===== config.mk =====
export PLATFORM = sky130hd
export DESIGN_NAME = hyp_err_monitor_flat
export DESIGN_NICKNAME = d
export VERILOG_FILES = /design/src/rtl/hyp_err_monitor_if.sv /design/src/rtl/hyp_err_monitor.sv /design/src/flat_wrapper.sv
export SDC_FILE = /design/constraint.sdc
export NUM_CORES = 2
export LEC_CHECK = 0
export BUFFER_PORTS_ARGS = -buffer_cell sky130_fd_sc_hd__buf_2
export CORE_MARGIN = 2
export CORE_UTILIZATION = 40
export DETAILED_ROUTE_END_ITERATION = 10
export GPL_TIMING_DRIVEN = 0
export PLACE_DENSITY_LB_ADDON = 0.1
export SLEW_MARGIN = 20
export SYNTH_ARGS = -nofsm -noshare
export SYNTH_HDL_FRONTEND = slang
export SYNTH_SLANG_ARGS = --single-unit

===== constraint.sdc =====
create_clock -name clk -period 4 [get_ports clk]
set_input_delay 0.6 -clock clk [delete_from_list [all_inputs] [get_ports clk]]
set_output_delay 0.6 -clock clk [all_outputs]
set_load 0.02 [all_outputs]

===== src/rtl/hyp_err_monitor_if.sv =====
// Stream and result bundle between the evaluation harness and hyp_err_monitor.
// The harness is the master and drives the run control and the result pairs.
interface hyp_err_monitor_if #(
  parameter int WIDTH = 128,
  parameter int CNT_W = 32,
  parameter int ACC_W = WIDTH + CNT_W
);
  logic             start;
  logic [CNT_W-1:0] num_samples;
  logic             in_valid;
  logic             in_ready;
  logic [WIDTH-1:0] approx;
  logic [WIDTH-1:0] exact;
  logic             busy;
  logic             done;
  logic [CNT_W-1:0] err_count;
  logic [WIDTH-1:0] max_err;
  logic [ACC_W-1:0] sum_err;
  logic             sum_sat;

  modport master (
    output start, num_samples, in_valid, approx, exact,
    input  in_ready, busy, done, err_count, max_err, sum_err, sum_sat
  );

  modport slave (
    input  start, num_samples, in_valid, approx, exact,
    output in_ready, busy, done, err_count, max_err, sum_err, sum_sat
  );
endinterface


===== src/rtl/hyp_err_monitor.sv =====
// Error-metric sink for the approximate hyp_128b datapath: counts mismatches,
// tracks the largest absolute error and a saturating sum over a programmed run.
module hyp_err_monitor #(
  parameter int WIDTH = 128,
  parameter int CNT_W = 32,
  parameter int ACC_W = WIDTH + CNT_W
) (
  input  logic             clk,
  input  logic             rst,
  hyp_err_monitor_if.slave bus
);

  typedef enum logic [1:0] {IDLE, RUN, DRAIN, DONE} state_t;

  state_t           state, state_nxt;
  logic [CNT_W-1:0] target;
  logic [CNT_W-1:0] acc_cnt;
  logic             s1_valid;
  logic             s1_neq;
  logic [WIDTH-1:0] s1_diff;
  logic [CNT_W-1:0] err_count_q;
  logic [WIDTH-1:0] max_err_q;
  logic [ACC_W-1:0] sum_err_q;
  logic             sum_sat_q;

  logic             arm;
  logic             accept;
  logic             last;
  logic [WIDTH-1:0] diff;
  logic [ACC_W:0]   sum_ext;

  assign arm     = bus.start && (state == IDLE || state == DONE);
  assign accept  = bus.in_valid && (state == RUN);
  assign last    = (acc_cnt + CNT_W'(1)) == target;
  assign diff    = (bus.approx >= bus.exact) ? bus.approx - bus.exact
                                             : bus.exact - bus.approx;
  // One extra bit catches the carry-out that triggers saturation.
  assign sum_ext = {1'b0, sum_err_q} + {{(ACC_W + 1 - WIDTH){1'b0}}, s1_diff};

  always_comb begin
    state_nxt = state;
    case (state)
      IDLE, DONE: if (bus.start) state_nxt = (bus.num_samples == '0) ? DONE : RUN;
      RUN:        if (accept && last) state_nxt = DRAIN;
      DRAIN:      state_nxt = DONE;
      default:    state_nxt = IDLE;
    endcase
  end

  always_ff @(posedge clk) begin
    if (rst) begin
      state    <= IDLE;
      target   <= '0;
      acc_cnt  <= '0;
      s1_valid <= 1'b0;
      s1_neq   <= 1'b0;
      s1_diff  <= '0;
    end else begin
      state    <= state_nxt;
      s1_valid <= accept;
      if (accept) begin
        s1_diff <= diff;
        s1_neq  <= (bus.approx != bus.exact);
      end
      if (arm) begin
        target  <= bus.num_samples;
        acc_cnt <= '0;
      end else if (accept) begin
        acc_cnt <= acc_cnt + CNT_W'(1);
      end
    end
  end

  // Stage 2: fold the registered difference into the run metrics.
  always_ff @(posedge clk) begin
    if (rst) begin
      err_count_q <= '0;
      max_err_q   <= '0;
      sum_err_q   <= '0;
      sum_sat_q   <= 1'b0;
    end else if (arm) begin
      err_count_q <= '0;
      max_err_q   <= '0;
      sum_err_q   <= '0;
      sum_sat_q   <= 1'b0;
    end else if (s1_valid) begin
      err_count_q <= err_count_q + CNT_W'(s1_neq);
      if (s1_diff > max_err_q) max_err_q <= s1_diff;
      if (sum_ext[ACC_W]) begin
        sum_err_q <= '1;
        sum_sat_q <= 1'b1;
      end else begin
        sum_err_q <= sum_ext[ACC_W-1:0];
      end
    end
  end

  assign bus.in_ready  = (state == RUN);
  assign bus.busy      = (state == RUN) || (state == DRAIN);
  assign bus.done      = (state == DONE);
  assign bus.err_count = err_count_q;
  assign bus.max_err   = max_err_q;
  assign bus.sum_err   = sum_err_q;
  assign bus.sum_sat   = sum_sat_q;

endmodule


===== src/flat_wrapper.sv =====
// flat-port wrapper written by rule: the top's interface ports become plain ports
module hyp_err_monitor_flat 
#(
  parameter int WIDTH = 128,
  parameter int CNT_W = 32,
  parameter int ACC_W = WIDTH + CNT_W
)
  (clk, rst, bus_start, bus_num_samples, bus_in_valid, bus_approx, bus_exact, bus_in_ready, bus_busy, bus_done, bus_err_count, bus_max_err, bus_sum_err, bus_sum_sat);
  hyp_err_monitor_if #(.WIDTH(WIDTH), .CNT_W(CNT_W), .ACC_W(ACC_W)) bus_i ();
  input  logic clk;
  input  logic rst;
  input wire logic [$bits(bus_i.start)-1:0] bus_start;
  input wire logic [$bits(bus_i.num_samples)-1:0] bus_num_samples;
  input wire logic [$bits(bus_i.in_valid)-1:0] bus_in_valid;
  input wire logic [$bits(bus_i.approx)-1:0] bus_approx;
  input wire logic [$bits(bus_i.exact)-1:0] bus_exact;
  output wire logic [$bits(bus_i.in_ready)-1:0] bus_in_ready;
  output wire logic [$bits(bus_i.busy)-1:0] bus_busy;
  output wire logic [$bits(bus_i.done)-1:0] bus_done;
  output wire logic [$bits(bus_i.err_count)-1:0] bus_err_count;
  output wire logic [$bits(bus_i.max_err)-1:0] bus_max_err;
  output wire logic [$bits(bus_i.sum_err)-1:0] bus_sum_err;
  output wire logic [$bits(bus_i.sum_sat)-1:0] bus_sum_sat;
  assign bus_i.start = bus_start;
  assign bus_i.num_samples = bus_num_samples;
  assign bus_i.in_valid = bus_in_valid;
  assign bus_i.approx = bus_approx;
  assign bus_i.exact = bus_exact;
  assign bus_in_ready = bus_i.in_ready;
  assign bus_busy = bus_i.busy;
  assign bus_done = bus_i.done;
  assign bus_err_count = bus_i.err_count;
  assign bus_max_err = bus_i.max_err;
  assign bus_sum_err = bus_i.sum_err;
  assign bus_sum_sat = bus_i.sum_sat;
  hyp_err_monitor #(.WIDTH(WIDTH), .CNT_W(CNT_W), .ACC_W(ACC_W)) u_core (.clk(clk), .rst(rst), .bus(bus_i));
endmodule

* Word level (Yosys, flattened, before mapping) *
Index checks and enable logic that the tools add are counted.

operators by class
  add/sub/neg operators = 5
  $lt $le $gt $ge = 2
  equality and inequality tests = 7
  muxes and demuxes = 6
  reductions and logical operators = 12

operator list
  kind                                                                    number
  128-bit subtractor                                                      2
  160-bit by 128-bit adder with 161-bit output                            1
  160-bit two-way mux                                                     1
  128-bit >= comparator                                                   1
  128-bit > comparator                                                    1
  128-bit two-way mux                                                     1
  128-bit != test                                                         1
  32-bit by 1-bit adder with 32-bit output                                1
  32-bit by 1-bit adder with 32-bit output (second input constant)        1
  32-bit equality test                                                    1
  32-bit logical NOT                                                      1
  2-bit two-way mux                                                       3
  2-bit case mux with 3 select lines                                      1
  2-bit AND reduction                                                     3
  2-bit equality test (second input constant)                             2
  2-bit OR reduction                                                      2
  1-bit logical AND                                                       3
  2-bit by 1-bit equality test with 1-bit output (second input constant)  1
  2-bit logical NOT                                                       1
  1-bit logical OR                                                        2
  2-bit by 1-bit != test with 1-bit output (second input constant)        1
  2-bit != test (second input constant)                                   1

word-level totals
  bits in registers = 517
  input bits = 292
  output and inout bits = 324
  logic and storage cells = 42

* Logic depth before layout (Yosys ltp) *
  word-level depth = 5
  depth in mapped cells = 18
  gate-level depth less buffers = 15

* Worst setup path before layout *
No wires, ideal clock.

  path kind = reg-to-reg
  start point = register u_core.sum_err_q[0], in the netlist u_core.bus.sum_err[0]
  end point = register u_core.sum_err_q[118], in the netlist u_core.bus.sum_err[118]
  setup time = 0.116 ns
  arrival = 3.496 ns
  data required time = 3.884 ns
  path slack = 0.388 ns
  cell stages (with the launch flop) = 15
  path buffers = 0
  clock period less this slack = 3.612 ns
  cells stage by stage = dfxtp_1 > ha_1 > fa_1 > a211oi_1 > o21ai_0 > o221a_2 > o211ai_1 > nand2_1 > a31oi_1 > o311ai_4 > o2111ai_2 > nand2_1 > or3_1 > mux2i_1 > nor2_1

on the way
  cells in the longest elaborated chain, start to end = 2

RTL lines
  what                                          line                   text
  start: declaration                            hyp_err_monitor.sv:23  logic [ACC_W-1:0] sum_err_q;
  start signal: assignment                      hyp_err_monitor.sv:93  sum_err_q <= sum_ext[ACC_W-1:0];
  160-bit by 128-bit adder with 161-bit output  hyp_err_monitor.sv:38  assign sum_ext = {1'b0, sum_err_q} + {{(ACC_W + 1 - WIDTH){1'b0}}, s1_diff};
  160-bit two-way mux                           hyp_err_monitor.sv:89  if (sum_ext[ACC_W]) begin

Every way passes these cells.
A chain may end at the register's enable or synchronous reset.

* Final worst setup path *
  start point = input bus_exact[46]
  end point = register u_core.s1_diff[117]

on the way
  cells in the longest elaborated chain, start to end = 2
  elaborated cells between the ends (all ways) = 4
  those cells by class = add/sub (2); order compare (1); mux (1)

RTL lines
  what                                              line                   text
  start: declaration                                flat_wrapper.sv:16     input wire logic [$bits(bus_i.exact)-1:0] bus_exact;
  128-bit subtractor, or another cell as far along  hyp_err_monitor.sv:36  : bus.exact - bus.approx;
  128-bit two-way mux *                             hyp_err_monitor.sv:35  assign diff = (bus.approx >= bus.exact) ? bus.approx - bus.exact
  end signal: assignment                            hyp_err_monitor.sv:62  s1_diff <= diff;
  end: declaration                                  hyp_err_monitor.sv:20  logic [WIDTH-1:0] s1_diff;

Every way passes the cells marked *; elsewhere a longest branch is shown, timed or not.

==> metrics.md <==
| Metric | Value |
|---|---|
| Cell Count, Final, Fillers Out | `9,233` |
| Cell count after synthesis | `a little under 7,000` |
| Clk sinks | `517` |
| Hold Path Stages | `3` |
| Power density over the cells | `between 400 and 500 mW/mm²` |
| Ports | `616` |
| WS Path Type | `input pin to register` |
| Global-route wire length before repair | `353,000 µm` |
| Largest buffer count on any clock path | `3` |
| H-tree depth | `2` |
| Hold path endpoint | `u_core.target[7]` |
| Final setup viols | `5` |
| Gate power share | `0.470` |
| Final nets | `8,390` |
| Num rows | `127` |
| Final worst slack | `-0.191 ns` |
| Failing checks | `setup timing` |
| Unrepaired setup endpoints after global routing | `yes` |
| Hold_buf cts | `0` |
| Chip Width | `353 µm` |
| Clock power frac | `0.239` |
| Vias in the first global route | `between 50,000 and 60,000` |
| Leak pwr | `24.4 nW` |
| Worst-case hold slack | `0.194 ns` |
| Final hold violations | `0` |
| Worst r2r src | `u_core.s1_diff[0]` |
| Post-synth EDFFs | `0` |
| Internal | `12.4 mW` |
| Slew Limit Fails | `0` |
| Top_reg_cell synth | `dfxtp_1` |
| All-Layer GR Usage | `0.376` |
| GRT overflow | `0` |
| Status | `finished, violations left` |
| Fmax | `0.239 GHz` |
| CTS root buf | `clkbuf_16` |
| Initial Util | `0.405` |
| Worst-path fanout max | `6` |
| Post-synthesis async set-or-reset flop share | `0` |
| RR Endpoint | `u_core.bus.sum_err[116]` |
| Worst Setup End Kind | `register` |
| Initial DRC count | `between 5,000 and 6,000` |
| Vias | `between 50,000 and 60,000` |
| R2R depth | `15` |
| Pin count of the biggest net entering global routing | `16` |
| Type of the worst min-delay path | `input pin to register` |
| Layout Skew | `0.0383 ns` |
| Worst-Skew Late Latency | `approximately 0.66 ns` |
| IO buf count | `614` |
| DR vias/cell | `6.13` |
| Cell variety after synth | `101` |
| Placer's final routability congestion estimate | `1.05` |
| Final WL | `approximately 250,000 µm` |
| Placed cells | `9,143` |
| DP HPWL | `209,000 µm` |
| DP Area | `~0.054 mm²` |
| Share of cells above drive strength 1 | `0.166` |
| Flop pwr share | `0.291` |
| Initial antenna violation count | `4` |
| Synth Cell Area | `0.0487 mm²` |
| Fin area | `0.0578 mm²` |
| Psw | `around 11 mW` |
| Die area | `between 0.1 and 0.15 mm²` |
| Slew HR | `0.235` |
| Die Y | `353 µm` |
| Drt wl/cell | `approximately 27 µm` |
| CTS tree | `yes` |
| Worst Path Arrival | `4.75 ns` |
| Synthesized area per cell | `7.04 µm²` |
| Register bit total from synthesis | `517` |
| Setup tns final | `-0.401 ns` |
| Final period util | `1.05` |
| CTS buffer count | `55` |
| Max-Cap Viols | `0` |
| Crit path launch type | `input pin` |
| Area Overhead vs Synth | `18.8%` |
| Worst Hold Launch | `bus_num_samples[7]` |
| Max IR drop VDD | `0.347 mV` |
| Pre-Repair DR Iteration Count | `7` |
| CP required | `4.56 ns` |
| Post-DRT Antenna Nets | `0` |
| PnR Total Power | `23.1 mW` |
| Ys Warns | `0` |
| Seq/Total Area, Yosys | `0.213` |
| Mapped Nets | `7,729` |
| DRC errors left | `0` |
| Final min period | `around 4.2 ns` |
| Core ar. | `0.120 mm²` |
| Reg2Reg Setup Slack | `0.01 ns` |
| Worst-margin pin slew | `1.15 ns` |
| CTS clk-pin slew, worst paths | `0.07 ns` |
| Net Sw Frac | `0.465` |
[state kept, by name, summed over array words and instances, names as in the netlist]
signal / cells
u_core.s1_valid: 1
u_core.bus.max_err: 128
u_core.s1_diff: 128
u_core.target: 32
u_core.bus.sum_err: 160
u_core.state: 2
u_core.bus.err_count: 32
u_core.acc_cnt: 32
u_core.bus.sum_sat: 1
u_core.s1_neq: 1
[Yosys cell counts, types with 18 or more instances]
master      n  share of area
o21bai_1  115          0.018
ha_1      517           0.13
o31ai_1    31         0.0048
a221oi_1   26         0.0047
buf_2      88         0.0090
nor2_1    554          0.043
and3_1     30         0.0039
clkbuf_1  262          0.020
buf_1      18         0.0014
a211oi_1  121          0.019
and4_1     21         0.0038
o21a_1     50         0.0077
nor4_1     40         0.0051
or2_2      21         0.0027
nor2b_1    46         0.0059
nand2b_1   30         0.0039
a21boi_0   29         0.0045
xor2_1    145          0.026
o21ai_0   743          0.076
a31oi_1   127          0.016
mux2i_1    37         0.0076
nand3_1   250          0.026
a21o_1    187          0.029
nor3_1    106          0.011
or3_1      52         0.0067
inv_1     484          0.037
dfxtp_1   517           0.21
a21oi_1   850          0.087
o211ai_1   42         0.0065
xnor2_1   209          0.038
nand2_1   702          0.054
nand4_1   189          0.024
[through the flow]
step	setup slack [ns]	util
after floorplan	0.388	-
after global placement	-2.34	0.447
after detailed placement	-2.03	0.447
after CTS	0.000187	0.473
after global routing	-0.0420	0.480
final	-0.191	0.481
[timing repair]
item	4_1_cts	5_1_grt
endpoints found under the setup margin	418	368
pin swaps	30	37
setup buffers	34	20
resized for setup	283	230
cloned	0	2
[worst max-delay path, stage by stage]
cell and delay, ns:
buf_2 0.09, inv_1 0.04, ha_1 0.42, a21o_1 0.24, a21o_1 0.17, a21o_1 0.21
a221oi_1 0.49, o21ai_0 0.42, a31oi_1 0.48, o21bai_1 0.21, o21ai_0 0.40, a21oi_2 0.17
a2bb2oi_1 0.37, xnor2_1 0.21, a22o_1 0.23
[power by group through the flow]
stage	Sequential [mW]	Combinational, mW	Clock [mW]
after floorplan	6.34	6.16	0
after global placement	6.71	9.96	0
after detailed placement	6.72	10.0	0
final	6.72	10.9	5.52
after global routing	6.73	11.6	5.73
after CTS	6.63	10.3	5.55
[metal layers]
| layer | track usage | wire length [µm] | vias to the layer above |
|---|---|---|---|
| met1 | 0.512 | 108000 | 27200 |
| met3 | 0.0592 | 21900 | 463 |
| met5 | 0 | 31 | - |
| li1 | - | - | 26200 |
| met4 | 0.158 | 12300 | 4 |
| met2 | 0.587 | 107000 | 2785 |
[cells in the final DEF, fill, tap and decap left out, types with 110 or more instances in the layout]
master / count
a21oi_1: 810
o21ai_0: 717
nand2_1: 698
buf_2: 661
nor2_1: 538
inv_1: 484
ha_1: 480
dfxtp_1: 459
nand3_1: 247
nand4_1: 189
xnor2_1: 189
a21o_1: 187
clkbuf_1: 180
xor2_1: 135
a31oi_1: 118
a211oi_1: 112
o21bai_1: 110
[area by class of cell]
type,count,area (µm²)
timing repair buffer,670,3580
multi-input combinational,5535,36300
fill,12600,62500
buffer,313,1700
tap,1612,2020
clock buffer,70,1510
antenna,1,2.50
clock inverter,29,369
inverter,486,1820
sequential,517,10400
[worst max-delay path by stage]
| stage | start | end | slack [ns] | depth (start not counted) |
|---|---|---|---|---|
| floorplan | u_core.bus.sum_err[0] | u_core.bus.sum_err[118] | 0.39 | 14 |
| global placement | bus_exact[93] | u_core.s1_diff[73] | -2.34 | 16 |
| detailed placement | bus_exact[93] | u_core.s1_diff[65] | -2.03 | 16 |
| CTS | u_core.s1_diff[0] | u_core.bus.sum_err[126] | 0.0002 | 15 |
| global route | u_core.s1_diff[4] | u_core.bus.sum_err[156] | -0.04 | 15 |
| finish | bus_exact[46] | u_core.s1_diff[117] | -0.19 | 15 |
[cells by family after synthesis]
kind of cell	share of synthesized area
multiplexers	0.00854
AND/OR/NAND/NOR	0.201
adder cells (fa/ha/maj)	0.134
AO/OA/AOI/OAI	0.310
XOR/XNOR	0.0637
flip-flops	0.213
buffers and inverters	0.0699
Power figures use the tool's default switching activity.
